File: config.mk
export PLATFORM = sky130hd
export DESIGN_NAME = regfile_dump_reader
export DESIGN_NICKNAME = d
export VERILOG_FILES = /design/src/rtl/regfile_dump_reader.sv
export SDC_FILE = /design/constraint.sdc
export NUM_CORES = 1
export LEC_CHECK = 0
export ABC_AREA = 1
export CAP_MARGIN = 20
export CORE_UTILIZATION = 40
export DETAILED_ROUTE_END_ITERATION = 8
export PLACE_DENSITY_LB_ADDON = 0.25
export SLEW_MARGIN = 10
export SYNTH_ARGS = -nofsm -noshare
export SYNTH_HDL_FRONTEND = slang
export SYNTH_SLANG_ARGS = --single-unit
File: constraint.sdc
create_clock -name clk -period 1.7 [get_ports clk]
set_clock_uncertainty 0.2 [all_clocks]
set_input_delay 0.255 -clock clk [delete_from_list [all_inputs] [get_ports clk]]
set_output_delay 0.255 -clock clk [all_outputs]
set_load 0.005 [all_outputs]
File: src/rtl/regfile_dump_reader.sv
// Debug read-out engine: walks the register file in ascending order through a
// spare read port and streams each word as {num,data} over valid/ready.
module regfile_dump_reader #(
    parameter int NUM_REGS  = 32,
    parameter int ADDR_W    = 5,
    parameter int DATA_W    = 32,
    parameter int SKIP_ZERO = 0
) (
    input  logic              clk,
    input  logic              rst_n,
    input  logic              start,
    input  logic              abort,
    output logic [ADDR_W-1:0] rd_num,
    input  logic [DATA_W-1:0] rd_data,
    output logic              out_valid,
    input  logic              out_ready,
    output logic [ADDR_W-1:0] out_num,
    output logic [DATA_W-1:0] out_data,
    output logic              busy,
    output logic              done
);

    localparam logic [ADDR_W-1:0] FIRST = (SKIP_ZERO != 0) ? ADDR_W'(1) : ADDR_W'(0);
    localparam logic [ADDR_W-1:0] LAST  = ADDR_W'(NUM_REGS - 1);

    typedef enum logic [1:0] {
        IDLE  = 2'd0,
        FETCH = 2'd1,
        HOLD  = 2'd2,
        DONE  = 2'd3
    } state_t;

    state_t            state_q;
    logic [ADDR_W-1:0] idx_q;
    logic [ADDR_W-1:0] rd_num_q;
    logic [ADDR_W-1:0] out_num_q;
    logic [DATA_W-1:0] out_data_q;
    logic              out_valid_q;
    logic              busy_q;
    logic              done_q;

    // Scan FSM; every output is a register updated alongside the state.
    always_ff @(posedge clk or negedge rst_n) begin
        if (!rst_n) begin
            state_q     <= IDLE;
            idx_q       <= '0;
            rd_num_q    <= '0;
            out_num_q   <= '0;
            out_data_q  <= '0;
            out_valid_q <= 1'b0;
            busy_q      <= 1'b0;
            done_q      <= 1'b0;
        end else begin
            done_q <= 1'b0;
            if (abort && (state_q != IDLE)) begin
                // Abort wins over a same-cycle handshake; the offered word is dropped.
                state_q     <= IDLE;
                rd_num_q    <= '0;
                out_valid_q <= 1'b0;
                busy_q      <= 1'b0;
            end else begin
                case (state_q)
                    IDLE: begin
                        rd_num_q <= '0;
                        if (start && !abort) begin
                            idx_q    <= FIRST;
                            rd_num_q <= FIRST;
                            busy_q   <= 1'b1;
                            state_q  <= FETCH;
                        end else begin
                            busy_q <= 1'b0;
                        end
                    end
                    FETCH: begin
                        out_data_q  <= rd_data;
                        out_num_q   <= idx_q;
                        out_valid_q <= 1'b1;
                        state_q     <= HOLD;
                    end
                    HOLD: begin
                        if (out_ready) begin
                            out_valid_q <= 1'b0;
                            if (idx_q == LAST) begin
                                done_q  <= 1'b1;
                                state_q <= DONE;
                            end else begin
                                idx_q    <= idx_q + ADDR_W'(1);
                                rd_num_q <= idx_q + ADDR_W'(1);
                                state_q  <= FETCH;
                            end
                        end else begin
                            out_valid_q <= 1'b1;
                        end
                    end
                    DONE: begin
                        rd_num_q <= '0;
                        busy_q   <= 1'b0;
                        state_q  <= IDLE;
                    end
                    default: begin
                        rd_num_q    <= '0;
                        out_valid_q <= 1'b0;
                        busy_q      <= 1'b0;
                        state_q     <= IDLE;
                    end
                endcase
            end
        end
    end

    assign rd_num    = rd_num_q;
    assign out_valid = out_valid_q;
    assign out_num   = out_num_q;
    assign out_data  = out_data_q;
    assign busy      = busy_q;
    assign done      = done_q;

endmodule

## Yosys cells after proc, flatten, opt, wreduce, memory -nomap -nowiden

Cells that the tools add are included.

| word-level totals | value |
|---|---|
| output and inout bits | 45 |
| register bits | 52 |
| bits in writable memories | 0 |
| memories kept | 0 |
| bits in latches | 0 |
| memory bits (read-only) | 0 |

| operators by class | value |
|---|---|
| div/mod/pow operators | 0 |
| reductions and logical operators | 14 |
| $add $sub $neg | 1 |
| eq/ne operators | 10 |
| mux-type cells | 21 |
| $mul | 0 |
| bitwise gates (word level) | 1 |
| magnitude comparators | 0 |
| shifts and indexed selects | 0 |

Operators by type and width:

| operator | number |
|---|---|
| 5-bit 2-to-1 mux | 4 |
| 5-bit case mux with 2 select lines | 2 |
| 3-bit != test (second input constant) | 3 |
| 3-bit nonzero test | 3 |
| 1-bit 2-to-1 mux | 8 |
| 2-bit 2-to-1 mux | 4 |
| 2-bit case mux with 4 select lines | 1 |
| 2-bit != test (second input constant) | 3 |
| 5-bit by 1-bit adder with 5-bit output (second input constant) | 1 |
| 5-bit == test (second input constant) | 1 |
| 5-bit AND reduction | 1 |
| 2-bit == test (second input constant) | 2 |
| 1-bit case mux with 2 select lines | 2 |
| 2-bit AND reduction | 2 |
| 2-bit nonzero test | 2 |
| 3-bit AND reduction | 1 |
| 2-bit by 1-bit == test with 1-bit output (second input constant) | 1 |
| 1-bit logical AND | 2 |
| 2-bit logical NOT | 1 |
| 2-bit OR reduction | 1 |
| 1-bit logical NOT | 1 |
| 1-bit inverter | 1 |

## Depth between registers and ports, before layout

| depth | value |
|---|---|
| depth after elaboration | 5 |
| depth in mapped cells | 9 |
| mapped depth without buffers | 9 |

## Worst setup path before layout

No wires, ideal clock.

| timing path | value |
|---|---|
| path kind | register to register |
| start | reg idx_q[0] |
| end | reg rd_num_q[0] (netlist: rd_num[0]) |
| path slack | -80 ps |
| setup time | 65 ps |
| period minus slack after synthesis | 1,780 ps |
| cell stages (with the launch flop) | 10 |
| path buffers | 0 |
| data arrival time | 1,515 ps |
| data required time | 1,435 ps |
| cell sequence | dfrtp_1 -> ha_1 -> nand2_1 -> nor2_1 -> ha_1 -> o21ai_1 -> nand2_1 -> nor2_2 -> nand2_1 -> nand2_1 |

| between the ends | value |
|---|---|
| word-level cells in the longest chain between the ends | 5 |
| elaborated cells between the ends (all ways) | 8 |
| those cells by class | add/sub (1); eq/ne (2); mux (4); reduce/logical (1) |

RTL lines:

| what | line | source |
|---|---|---|
| start, declared | 34 | `logic [ADDR_W-1:0] idx_q;` |
| start signal, assigned | 87 | `idx_q <= idx_q + ADDR_W'(1);` |
| 5-bit by 1-bit adder with 5-bit output | 88 | `rd_num_q <= idx_q + ADDR_W'(1);` |
| 5-bit 2-to-1 mux | 83 | `if (idx_q == LAST) begin` |
| 5-bit 2-to-1 mux | 81 | `if (out_ready) begin` |
| 5-bit case mux with 2 select lines | 62 | `case (state_q)` |
| 5-bit 2-to-1 mux | 55 | `if (abort && (state_q != IDLE)) begin` |
| end signal, assigned | 88 |  |
| end, declared | 35 | `logic [ADDR_W-1:0] rd_num_q;` |

Parallel ways exist; a longest one is shown, timed or not. The select of a mux whose other input is x is not followed.
A chain may end at the register's enable or synchronous reset.

## Worst setup path in the final report

| timing path | value |
|---|---|
| start | reg idx_q[0] |
| end | reg rd_num_q[4] (netlist: rd_num[4]) |

The elaborated chain is that of the path after synthesis.

==> metrics.yaml <==
synth:
  synth-seq-cells: 52
  ys_top_cells_by_area: "dfrtp_1 (57%), nand2_1 (19%), nand3_1 (9.8%)"
  yosysSeqAreaShare: 0.5689
  syn_nets: 310
  yosysWarnings: 0
  syn_area_um2: 2287
  synth_top_area_cell: "dfrtp_1"
  syn_avg_cell_area_um2: 8.566
  synth_top_area_share: 0.5689
  netlist_instances: 267
  synth_cell_type_count: 24
detailed_routing:
  routedWlPerCell_um: 12.95
  drt-total-wl_mm: 5.685
  dr.pass1.iters: 4
  ant_nets: 0
  drc: 0
  drt_iter0_markers: 72
  via_count: 2079
  viasPerCell: 4.736
place:
  place.gp.congestion: 0.8907
  port_buffers: 81
  dp_hpwl_mm: 3.882
  dp_slack_ns: -0.07477
final_layout:
  diodes: 0
  nets: 409
  layout_common_cells: "nand2_1 (114), clkdlybuf4s50_1 (80), dfrtp_1 (52)"
  drive_above_1_share: 0.1362
  syn2layout_area_growth_pct: 54.16
  fill_cells: 463
  mostFrequentLayoutCell: "nand2_1"
critical_path:
  worstSetupPathType: "flop to flop"
  cpPeakStageDelay_ns: 0.39
  critPathLaunchType: "flop"
  cp_common_cell: "ha_2"
  slowest_stage: "dfrtp_1"
  critPathTopFamily: "flip-flops"
  required_ns: 1.70
  critPathMaxFanout: 4
  crit_buf_inv: 1
  crit_chain: "ha_2 > nand2_2 > nor2_2 > ha_2 > o21ai_4 > nand2_4 > buf_12 > nand3_1 > nand2_1"
  rr_worst_depth: 9
  cp.arrival_ns: 1.74
  cp.depth: 9
  crit_path_end_kind: "flop"
timing:
  relSlewSlack: 0.8088
  drv_slew: 0
  fin_tns_setup_ns: -0.1793
  setup_violations: 9
  fmax_mhz: 574.7
  postLayoutSetupSlackWorst_ns: -0.03989
  period_needed_ns: 1.740
  tightest_slew_ns: 0.2868
  period_share: 1.023
  rsz0062_at_grt: "yes"
  finalHoldViolations: 0
clock_tree:
  cts_sinks: 52
  cts_buffers: 5
  insertion_delay_ns: 0.30
  cts_root_buf: "clkbuf_8"
  htree_levels: 2
  cts_tree: "built"
  clk_pin_slew_ns: 0.10
  cts_buffer_depth: 2
global_route:
  grt_max_degree: 53
  grt_pass1_wl_mm: 9.273
  first_global_vias: 1979
  track_usage: 0.1937
  antenna_found_initial: 0
  grt_overflow_total: 0
status:
  violations: "negative setup slack"
  status: "finished with violations"
die:
  core_area_um2: 5507
  dieArea_um2: 6024
  start_util: 0.4154
  fp.dieH_um: 77.62
  io_pins: 82
  core.rowCount: 27
  die_w_um: 77.62
pwr:
  ir_worst_vdd_mv: 0.7072
  finalPower_mw: 5.665
  powerDensity_nw_per_um2: 1607
  p_leak_nw: 1.771
min_path:
  hp-class: "input pin to asynchronous set/reset pin"
run:
  drv_cap: 0
==> report_power, final <==
part	total (mW)	internal (mW)	switching, mW
clock	0.717	0.296	0.421
combinational	3.02	1.58	1.44
sequential	1.93	1.69	0.237
total	5.66	3.57	2.10
==> final timing paths <==
path	from	end	slack, ns
min in group clk	out_data[27]$_DFFE_PN0P_	out_data[27]$_DFFE_PN0P_	0.28
worst max register to register	idx_q[0]$_DFFE_PN0P_	rd_num[4]$_DFFE_PN0P_	-0.04
worst max-delay path	idx_q[0]$_DFFE_PN0P_	rd_num[4]$_DFFE_PN0P_	-0.04
worst min register to register	out_data[27]$_DFFE_PN0P_	out_data[27]$_DFFE_PN0P_	0.28
worst min-delay path	rst_n	out_data[15]$_DFFE_PN0P_	0.28
max in group asynchronous	rst_n	out_data[30]$_DFFE_PN0P_	0.76
==> layout make-up <==
cell class	instances	area (um2)	share of cell area
clock buffer	5	68.82	0.01952
tap	72	90.09	0.02555
clock inverter	3	22.52	0.006388
sequential	52	1301	0.3691
inverter	13	51.30	0.01455
timing repair buffer	104	1047	0.2970
multi-input combinational	190	944.7	0.2679
==> cells by family after synthesis <==
family,count (synthesis),share of synthesized area
adder cells (fa/ha/maj),6,0.03282
XOR/XNOR,1,0.003830
buffers and inverters,25,0.05088
flip-flops,52,0.5689
AND/OR/NAND/NOR,175,0.3244
AO/OA/AOI/OAI,8,0.01914
==> per-stage QoR <==
stage | hold slack [ns] | utilization | cell area [um2] | instances
after floorplan | -0.2406 | - | 2298 | 267
after global placement | 0.06637 | 0.6005 | 3307 | 425
after detailed placement | 0.06820 | 0.6005 | 3307 | 425
after CTS | 0.2676 | 0.6258 | 3446 | 435
after global routing | 0.2887 | 0.6403 | 3526 | 439
final | 0.2796 | 0.6403 | 3526 | 439
==> sequential cells by signal (all words and copies together), names as in the netlist <==
name       flops
out_valid      1
idx_q          5
state_q        2
out_data      32
done           1
busy           1
out_num        5
rd_num         5
==> repair_timing <==
action | 4_1_cts | 5_1_grt
cloned | 0 | 0
hold buffers | 1 | 0
endpoints found under the setup margin | 10 | 18
pin swaps | 5 | 8
buffers inserted | 1 | 4
hold endpoints to repair | 52 | 0
resized for setup | 7 | 9
==> cell usage after synthesis, drive strengths merged <==
cell type	instances
buf	9
ha	6
xor2	1
nor4	1
o21ai	7
and2	1
nor2	8
dfrtp	52
nand3	45
nand2	118
nand4	1
clkbuf	3
a21oi	1
inv	13
nor3	1
==> tightest hold or removal path: stages <==
cell,delay [ns]
dlygate4sd3_1,0.54
buf_2,0.13
buf_12,0.25
==> per-layer routing <==
layer	wire length (um)	part of all wire	up-vias	track usage
li1	-	-	1047	-
met1	2528	0.44	969	0.2485
met2	2880	0.51	58	0.3345
met3	225	0.040	5	0.03059
met4	50	0.0088	0	0.06038
met5	0	0	-	0
Power figures use the tool's default switching activity.
